## config.mk

```make
export PLATFORM = sky130hd
export DESIGN_NAME = interrupt_controller
export DESIGN_NICKNAME = d
export VERILOG_FILES = /design/src/rtl/intc_pkg.sv /design/src/rtl/int_priority_encoder.sv /design/src/rtl/interrupt_controller.sv
export SDC_FILE = /design/constraint.sdc
export NUM_CORES = 1
export LEC_CHECK = 0
export ABC_AREA = 1
export CAP_MARGIN = 10
export CORE_AREA = 5 5 70 72
export CTS_BUF_LIST = sky130_fd_sc_hd__clkbuf_4
export CTS_CLUSTER_SIZE = 20
export DETAILED_ROUTE_END_ITERATION = 10
export DIE_AREA = 0 0 75 77
export SLEW_MARGIN = 20
export SYNTH_ARGS = -nofsm -noshare
export SYNTH_HDL_FRONTEND = slang
export SYNTH_SLANG_ARGS = --single-unit
```

## constraint.sdc

```tcl
create_clock -name clk -period 1.3 [get_ports clk]
set_input_delay 0.26 -clock clk [delete_from_list [all_inputs] [get_ports clk]]
set_output_delay 0.26 -clock clk [all_outputs]
set_load 0.05 [all_outputs]
```

## src/rtl/intc_pkg.sv

```systemverilog
// Shared definitions for the interrupt controller: FSM states, config
// register addresses and the global-enable bit position.
package intc_pkg;

  localparam int unsigned CFG_W   = 8;
  localparam int unsigned ID_W    = 3;
  localparam int unsigned GEN_BIT = 7;

  typedef enum logic [1:0] {
    IDLE    = 2'd0,
    REQ     = 2'd1,
    SERVICE = 2'd2
  } state_e;

  localparam logic [1:0] ADDR_MASK   = 2'd0;
  localparam logic [1:0] ADDR_PEND   = 2'd1;
  localparam logic [1:0] ADDR_SWSET  = 2'd2;
  localparam logic [1:0] ADDR_STATUS = 2'd3;

endpackage : intc_pkg

```

## src/rtl/int_priority_encoder.sv

```systemverilog
// Fixed-priority arbiter: lowest set bit of eligible wins.
// Ports:
//   eligible : per-source eligible requests
//   any      : at least one request eligible
//   idx      : index of the winning (lowest) source
module int_priority_encoder
  import intc_pkg::*;
#(
  parameter int unsigned N_SRC = 4
) (
  input  logic [N_SRC-1:0] eligible,
  output logic             any,
  output logic [ID_W-1:0]  idx
);

  // Scan high to low so the lowest set bit is the last assignment.
  always_comb begin
    idx = '0;
    for (int i = int'(N_SRC) - 1; i >= 0; i--) begin
      if (eligible[i]) idx = ID_W'(i);
    end
  end

  assign any = |eligible;

endmodule : int_priority_encoder

```

## src/rtl/interrupt_controller.sv

```systemverilog
// Multi-source interrupt controller feeding the processor's single
// interrupt input. Latches rising edges, masks, arbitrates by fixed
// priority and handshakes ack / return-from-interrupt (no nesting).
// Ports:
//   clk, reset          : clock, async active-low reset
//   irq_src             : peripheral interrupt lines (rising edge = request)
//   cfg_we/addr/wdata   : config write port
//   cfg_rdata           : combinational config read data
//   cpu_int, vector     : registered request and branch target
//   cpu_ack, cpu_reti   : pipeline take / handler return pulses
//   active_id, busy     : source in flight, high while servicing
module interrupt_controller
  import intc_pkg::*;
#(
  parameter int unsigned N_SRC      = 4,
  parameter logic [7:0]  VEC_BASE   = 8'hF0,
  parameter logic [7:0]  VEC_STRIDE = 8'h04
) (
  input  logic             clk,
  input  logic             reset,
  input  logic [N_SRC-1:0] irq_src,
  input  logic             cfg_we,
  input  logic [1:0]       cfg_addr,
  input  logic [CFG_W-1:0] cfg_wdata,
  output logic [CFG_W-1:0] cfg_rdata,
  output logic             cpu_int,
  output logic [7:0]       vector,
  input  logic             cpu_ack,
  input  logic             cpu_reti,
  output logic [ID_W-1:0]  active_id,
  output logic             busy
);

  localparam logic [CFG_W-1:0] SRC_BITS  = CFG_W'((9'd1 << N_SRC) - 9'd1);
  localparam logic [CFG_W-1:0] MASK_BITS = SRC_BITS | (CFG_W'(1) << GEN_BIT);

  state_e             state_q, state_d;
  logic [CFG_W-1:0]   mask_q, mask_d;
  logic [N_SRC-1:0]   pend_q, pend_d;
  logic [N_SRC-1:0]   hist_q;
  logic               cpu_int_q, cpu_int_d;
  logic               busy_q, busy_d;
  logic [7:0]         vector_q, vector_d;
  logic [ID_W-1:0]    id_q, id_d;

  logic               wr_mask, wr_pend, wr_swset;
  logic [N_SRC-1:0]   wdata_src;
  logic [N_SRC-1:0]   set_bits, clr_bits, ack_clr;
  logic [N_SRC-1:0]   elig_now;
  logic [CFG_W-1:0]   elig_next;
  logic               win_any;
  logic [ID_W-1:0]    win_idx;

  assign wr_mask   = cfg_we && (cfg_addr == ADDR_MASK);
  assign wr_pend   = cfg_we && (cfg_addr == ADDR_PEND);
  assign wr_swset  = cfg_we && (cfg_addr == ADDR_SWSET);
  assign wdata_src = N_SRC'(cfg_wdata);

  // Pending clear from an accepted acknowledge.
  always_comb begin
    ack_clr = '0;
    for (int i = 0; i < int'(N_SRC); i++) begin
      ack_clr[i] = (state_q == REQ) && cpu_ack && (id_q == ID_W'(i));
    end
  end

  // Sets take precedence over clears on the same bit.
  assign set_bits = (irq_src & ~hist_q) | (wr_swset ? wdata_src : '0);
  assign clr_bits = (wr_pend ? wdata_src : '0) | ack_clr;
  assign pend_d   = (pend_q & ~clr_bits) | set_bits;
  assign mask_d   = wr_mask ? (cfg_wdata & MASK_BITS) : mask_q;

  assign elig_now  = pend_q & N_SRC'(mask_q) & {N_SRC{mask_q[GEN_BIT]}};
  // Withdrawal looks at next-cycle eligibility so a clear/mask write drops
  // the request one cycle later, while a same-cycle re-arm keeps it.
  assign elig_next = CFG_W'(pend_d & N_SRC'(mask_d) & {N_SRC{mask_d[GEN_BIT]}});

  int_priority_encoder #(
    .N_SRC (N_SRC)
  ) u_prio (
    .eligible (elig_now),
    .any      (win_any),
    .idx      (win_idx)
  );

  // Request / service sequencer.
  always_comb begin
    state_d   = state_q;
    cpu_int_d = cpu_int_q;
    busy_d    = busy_q;
    vector_d  = vector_q;
    id_d      = id_q;
    case (state_q)
      IDLE: begin
        cpu_int_d = 1'b0;
        busy_d    = 1'b0;
        if (win_any) begin
          state_d   = REQ;
          cpu_int_d = 1'b1;
          id_d      = win_idx;
          vector_d  = 8'(VEC_BASE + 8'(8'(win_idx) * VEC_STRIDE));
        end
      end
      REQ: begin
        if (cpu_ack) begin
          state_d   = SERVICE;
          cpu_int_d = 1'b0;
          busy_d    = 1'b1;
        end else if (!elig_next[id_q]) begin
          state_d   = IDLE;
          cpu_int_d = 1'b0;
        end
      end
      SERVICE: begin
        cpu_int_d = 1'b0;
        if (cpu_reti) begin
          state_d = IDLE;
          busy_d  = 1'b0;
        end
      end
      default: begin
        state_d   = IDLE;
        cpu_int_d = 1'b0;
        busy_d    = 1'b0;
      end
    endcase
  end

  always_ff @(posedge clk or negedge reset) begin
    if (!reset) begin
      state_q   <= IDLE;
      mask_q    <= '0;
      pend_q    <= '0;
      hist_q    <= '0;
      cpu_int_q <= 1'b0;
      busy_q    <= 1'b0;
      vector_q  <= 8'h00;
      id_q      <= '0;
    end else begin
      state_q   <= state_d;
      mask_q    <= mask_d;
      pend_q    <= pend_d;
      hist_q    <= irq_src;
      cpu_int_q <= cpu_int_d;
      busy_q    <= busy_d;
      vector_q  <= vector_d;
      id_q      <= id_d;
    end
  end

  // Config read mux.
  always_comb begin
    cfg_rdata = '0;
    case (cfg_addr)
      ADDR_MASK:   cfg_rdata = mask_q;
      ADDR_PEND:   cfg_rdata = CFG_W'(pend_q);
      ADDR_STATUS: cfg_rdata = {busy_q, state_q, 2'b00, id_q};
      default:     cfg_rdata = '0;
    endcase
  end

  assign cpu_int   = cpu_int_q;
  assign vector    = vector_q;
  assign active_id = id_q;
  assign busy      = busy_q;

endmodule : interrupt_controller

```

## Word-level counts from Yosys, hierarchy flattened

Index checks and enable logic that the tools add are counted.

- Input port bits: 19
- Flip-flop bits (word level): 28
- Logic and storage cells: 70
- Output and inout port bits: 21

- $add $sub $neg: 1
- Mux-type cells: 22
- Equal/unequal tests: 12
- Reductions and logical operators: 15
- Order comparisons: 1
- Bitwise logic cells: 11

Operators by type and width:

| cell | count |
|---|---|
| 4-bit bitwise AND | 6 |
| 8-bit one-hot mux with 3 select lines | 1 |
| 2-bit two-way mux | 8 |
| 4-bit OR | 3 |
| 1-bit logical AND | 8 |
| 4-bit two-way mux | 2 |
| 8-bit two-way mux | 1 |
| 4-bit inverter | 2 |
| 5-bit by 6-bit adder with 7-bit output, first input constant | 1 |
| 2-bit equality test, second input constant | 3 |
| 3-bit by 2-bit equality test with 1-bit output, second input constant | 2 |
| 1-bit two-way mux | 6 |
| 2-bit one-hot mux with 3 select lines | 1 |
| 2-bit by 1-bit equality test with 1-bit output, second input constant | 2 |
| 2-bit zero test | 2 |
| 3-bit by 4-bit less-than comparator with 1-bit output, second input constant | 1 |
| 2-bit inequality test, second input constant | 2 |
| 1-bit one-hot mux with 2 select lines | 2 |
| 2-bit AND reduction | 2 |
| 4-bit OR reduction | 1 |
| 1-bit binary-select mux with 3-bit select | 1 |
| 3-bit by 1-bit equality test with 1-bit output, second input constant | 1 |
| 3-bit zero test | 1 |
| 3-bit inequality test, second input constant | 1 |
| other kinds (2) | 2 |

## Longest topological paths before layout

- Depth after elaboration: 14
- Mapped depth: 10
- Depth with buffers taken out: 10

## Hierarchy

From an unflattened synthesis, not the netlist that was laid out.

- Cell total of the unflattened synthesis: 172
- Area total of the unflattened synthesis: 1270.0 µm²

By module, submodules not included:

| module | times used | sequential area each (µm²) | area an instance (µm²) | cells each |
|---|---|---|---|---|
| interrupt_controller | 1 | 525.5 | 1212.4 | 161 |
| int_priority_encoder | 1 | 0.0 | 57.6 | 11 |

## Least setup slack after synthesis

No wires, ideal clock.

- Path kind: input port to output port
- From: in cfg_addr[1]
- To: out cfg_rdata[2]
- Data arrival time: 1.744 ns
- Slack: -0.704 ns
- Stages: 4
- Path buffers: 1
- Data required time: 1.040 ns
- Cells stage by stage: buf_4 > nor2_4 > inv_1 > o21ai_0

- Word-level cells in the longest chain between the ends: 2
- Elaborated cells on any way between the ends: 4
- Those cells by class: 2 x eq/ne; 1 x mux; 1 x reduce/logical

Ends and longest elaborated chain:

| item | line | RTL |
|---|---|---|
| start, declared | interrupt_controller.sv:23 | `input logic [1:0] cfg_addr,` |
| 2-bit equality test, or another cell as far along | interrupt_controller.sv:154 | `case (cfg_addr)` |
| 8-bit one-hot mux with 3 select lines (*) | interrupt_controller.sv:154 |  |
| end, declared | interrupt_controller.sv:25 | `output logic [CFG_W-1:0] cfg_rdata,` |

Mark *: on every way between the ends. The rest lies on a longest branch, timed or not.

## Worst setup path in the final report

- From: reg id_q[0] (netlist: active_id[0])
- To: out cfg_rdata[0]

- Word-level cells in the longest chain between the ends: 1

Ends and longest elaborated chain:

| item | line | RTL |
|---|---|---|
| start, declared | interrupt_controller.sv:44 | `logic [ID_W-1:0] id_q, id_d;` |
| start signal, assigned | interrupt_controller.sv:147 | `id_q <= id_d;` |
| 8-bit one-hot mux with 3 select lines | interrupt_controller.sv:154 |  |

No other way between the ends.

==> PnR_summary.wiki <==
{| class="wikitable"
! Metric !! Value
|-
| Overall via count from detail_route || around 1200
|-
| Path depth of the worst reg2reg path || 9
|-
| Worst endpoint data arrival time || between 1 and 1.5 ns
|-
| Worst Hold Margin || roughly 0.29 ns
|-
| Detailed router's first-iteration violation count || 68
|-
| Part of the total power dissipated in sequential elements || a little over a quarter
|-
| Crit Path Max Fanout || 3
|-
| Maximum root-to-sink buffer count || 2
|-
| Layout Skew || a little under 0.006 ns
|-
| Number of synthesis warnings || 0
|-
| Fraction of layout cells with a size suffix above 1 || a little under half
|-
| Sum of negative setup slack || -0.950 ns
|-
| Average instance area after synthesis || about 7.7 µm²
|-
| Switching portion of total power || around 44%
|-
| Die outline width || about 75 µm
|-
| Time the worst path needs with I/O delays and setup || 1.44 ns
|-
| Rows || 24
|-
| Ratio of routed vias to standard cells || 4.63
|-
| Share of the yosys chip area belonging to registers || 41.9%
|-
| Total placed cells including tap cells || 251
|-
| Setup violations, final || 14
|-
| Kind of cell adding the most delay to the critical path || flip-flops
|-
| Ys flop type || sky130_fd_sc_hd__dfrtp_1
|-
| Logic gate share of total power || around 65%
|-
| Clock buffer count from CTS || 3
|-
| Crit path cell chain || inv_4 -> o221ai_4 -> buf_12
|-
| Number of antenna violations at the first check in global routing || 0
|-
| Fillers || 380
|-
| Total area of multi-input combinational cells || about 640 µm²
|-
| Type of the worst min-delay path || input port to asynchronous set/reset pin
|-
| Critical Path Stages || 3
|-
| Vias in the first global route || 1248
|-
| Internal reg-to-reg setup slack || -0.09 ns
|-
| Effective utilization at floorplan || 28.2%
|-
| Cell Area, Synth || between 1000 and 1500 µm²
|-
| Clock insertion delay at the later pin of the skew report || 0.30 ns
|-
| Number of flip-flops and latches in the synthesized netlist || 20
|-
| End of the worst register-to-register path || cpu_int
|-
| Critical Path Source Type || flop
|-
| DRC violation count after routing || 0
|-
| Layout Area Growth over Synthesis || 75.7%
|-
| CP max-delay cell || sky130_fd_sc_hd__dfrtp_2
|-
| Post-Route Utilization || approximately 50%
|-
| Clock tree from TritonCTS || done
|-
| Final critical-path share of the clock period || 111%
|-
| Remaining global-route overflow || 0
|-
| Crit path kind || flop to output port
|-
| Worst vdd ir || slightly below 0.8 mV
|-
| Required time worst endpoint || around 1.0 ns
|-
| DP HPWL || between 2 and 3 mm
|-
| Hold Fails Final Rpt || 0
|-
| Cell Count, Final, Fillers Out || 267
|-
| # Max-Cap Violations || 0
|-
| Wire length of the first global-routing pass || 5.92 mm
|-
| Total global-route track usage || about an eighth
|-
| Drt wl/cell || 13.2 µm
|-
| Result of the run || finished with violations
|-
| DIE AREA || ~5800 µm²
|-
| Net switching component of the power || 1.54 mW
|-
| Power per Cell Area || 1660 nW/µm²
|-
| Post-synthesis async set-or-reset flop share || between 90% and 100%
|-
| Number of search-and-repair iterations in the first detailed-routing pass || 4
|-
| Maximum number of pins on one net before global-route repair || 21
|-
| Final max-slew violation count || 0
|-
| Launching point of the worst reg2reg path || vector[3]
|-
| First element of the critical path || active_id[0]
|-
| Static Leak || roughly 1.0 nW
|-
| Final antenna-violating net count || 0
|-
| Crit end category || output port
|-
| Clock Pin Slew Worst Setup and Hold Paths || roughly 0.12 ns
|-
| Total power after layout || 3.48 mW
|-
| Antenna diodes || 0
|-
| Total area of sequential cells || just over 500 µm²
|-
| Final setup slack of the worst path || -0.140 ns
|-
| Die boundary height || 77 µm
|-
| Failing checks || setup timing
|-
| Longest individual stage delay on the worst path || around 0.44 ns
|-
| Buffers added on ports || 32
|-
| Count of distinct cell types in the synthesized netlist || 22
|-
| Core outline area || roughly 4200 µm²
|-
| Clock group share of total power || a little under a tenth
|-
| Number of synthesized flops with an enable pin || 0
|-
| Last weighted congestion value of the routability-driven placer || a little over 0.8
|-
| Total internal power || 1.94 mW
|-
| Count of hold-fix buffers inserted at cts || 0
|-
| Maximum level of the CTS H-tree || 1
|-
| Master cell of the clock root buffer || sky130_fd_sc_hd__clkbuf_4
|-
| Number of cells produced by synthesis || roughly 160
|-
| Buf+Inv Stages, Crit Path || 2
|-
| Unrepaired setup endpoints after global routing || true
|-
| Count of clock tree sinks || 20
|-
| Max Clk Rate || roughly 0.7 GHz
|-
| Critical path capture point || cfg_rdata[0]
|-
| Layout Nets || about 240
|-
| Total Routed Length || about 3.5 mm
|-
| I/O pin count || 40
|}
## worst min-delay path by stage
stage / from / end / slack (ns)
2_1_floorplan: reset / active_id[0] / -0.04
3_5_place_dp: hist_q[1] / pend_q[1] / 0.52
3_3_place_gp: hist_q[1] / pend_q[1] / 0.51
6_report: reset / hist_q[2] / 0.29
5_1_grt: reset / hist_q[2] / 0.31
4_1_cts: reset / hist_q[0] / 0.30
## layout by cell type (no fill, tap or decap)
cell type / synthesis / routed
sky130_fd_sc_hd__clkbuf_4: 0 / 3
sky130_fd_sc_hd__nor2_8: 1 / 1
sky130_fd_sc_hd__dfrtp_2: 0 / 5
sky130_fd_sc_hd__nor2_4: 1 / 4
sky130_fd_sc_hd__nand4_1: 8 / 8
sky130_fd_sc_hd__and3_1: 1 / 1
sky130_fd_sc_hd__clkdlybuf4s50_1: 0 / 13
sky130_fd_sc_hd__nand2_1: 36 / 30
sky130_fd_sc_hd__o21ai_0: 5 / 3
sky130_fd_sc_hd__o221ai_4: 0 / 2
sky130_fd_sc_hd__nand3b_1: 1 / 1
sky130_fd_sc_hd__nor2_1: 12 / 5
sky130_fd_sc_hd__clkinvlp_4: 0 / 1
sky130_fd_sc_hd__buf_6: 0 / 6
sky130_fd_sc_hd__nand3_1: 13 / 10
sky130_fd_sc_hd__nor2_2: 0 / 4
sky130_fd_sc_hd__o21ai_1: 4 / 3
sky130_fd_sc_hd__inv_2: 0 / 5
sky130_fd_sc_hd__dfrtp_1: 20 / 15
sky130_fd_sc_hd__inv_4: 1 / 2
sky130_fd_sc_hd__o21ai_2: 0 / 1
sky130_fd_sc_hd__inv_1: 27 / 20
sky130_fd_sc_hd__or2_2: 2 / 2
sky130_fd_sc_hd__o21ai_4: 0 / 2
sky130_fd_sc_hd__buf_12: 0 / 17
sky130_fd_sc_hd__nand2_2: 2 / 8
sky130_fd_sc_hd__buf_4: 11 / 26
sky130_fd_sc_hd__nor3_1: 1 / 1
sky130_fd_sc_hd__conb_1: 1 / 4
sky130_fd_sc_hd__o22ai_1: 1 / 1
sky130_fd_sc_hd__nand3_2: 5 / 8
sky130_fd_sc_hd__nand2_4: 1 / 1
sky130_fd_sc_hd__buf_8: 0 / 1
sky130_fd_sc_hd__clkinv_1: 0 / 1
## kinds of logic after synthesis
| kind of cell | after synthesis | synth area share, % |
|---|---|---|
| buffers and inverters | 39 | 15.9 |
| flip-flops | 20 | 41.9 |
| AND/OR/NAND/NOR | 84 | 36.1 |
| AO/OA/AOI/OAI | 12 | 5.76 |
| other | 1 | 0.314 |
## state kept, by name (all words and copies together), names as in the netlist
name       flops
mask_q         5
hist_q         4
pend_q         4
state_q        2
vector         2
active_id      1
busy           1
cpu_int        1
## power groups by stage
stage / clock network (mW) / registers, mW / logic (mW)
floorplan: 0 / 1.07 / 0.844
global placement: 0 / 0.941 / 1.83
detailed placement: 0 / 0.937 / 1.85
CTS: 0.319 / 0.910 / 2.09
global route: 0.347 / 0.937 / 2.40
finish: 0.318 / 0.919 / 2.24
## stage by stage
| stage | instance area, µm² | setup slack [ns] |
|---|---|---|
| 3_5_place_dp | 1890 | -0.482 |
| 4_1_cts | 2040 | -0.142 |
| 3_3_place_gp | 1890 | -0.481 |
| 2_1_floorplan | 1270 | -0.0680 |
| 6_report | 2100 | -0.140 |
| 5_1_grt | 2100 | -0.185 |
## per-layer routing
layer | up-vias | track usage [%] | part of all wire [%] | routed length, µm
li1 | 612 | - | - | -
met5 | - | 0 | 0 | 0
met1 | 577 | 16.3 | 41 | 1440
met4 | 0 | 3.74 | 2.4 | 83
met2 | 38 | 22.1 | 52 | 1830
met3 | 8 | 2.61 | 4.8 | 169
## cells in the mapped netlist, types with 4 or more instances
library cell              number  area (µm²)
sky130_fd_sc_hd__nand2_1      36         135
sky130_fd_sc_hd__inv_1        27         101
sky130_fd_sc_hd__dfrtp_1      20         500
sky130_fd_sc_hd__nand3_1      13        65.1
sky130_fd_sc_hd__nor2_1       12        45.0
sky130_fd_sc_hd__buf_4        11        82.6
sky130_fd_sc_hd__nand4_1       8        50.1
sky130_fd_sc_hd__nand3_2       5        50.1
sky130_fd_sc_hd__o21ai_0       5        25.0
sky130_fd_sc_hd__o21ai_1       4        20.0
## cell type report
cell class	instances	share of cell area, %
timing repair buffer	63	35.6
inverter	28	5.42
tap	52	3.10
clock inverter	1	0.179
sequential	20	24.1
clock buffer	3	1.07
multi-input combinational	100	30.5
## timing repair
item                       CTS  global route
buffers inserted             9             3
resized for setup           32            12
pin swaps                    6             7
setup endpoints to repair   17            16
No activity file was read; power rests on OpenSTA's default activity.
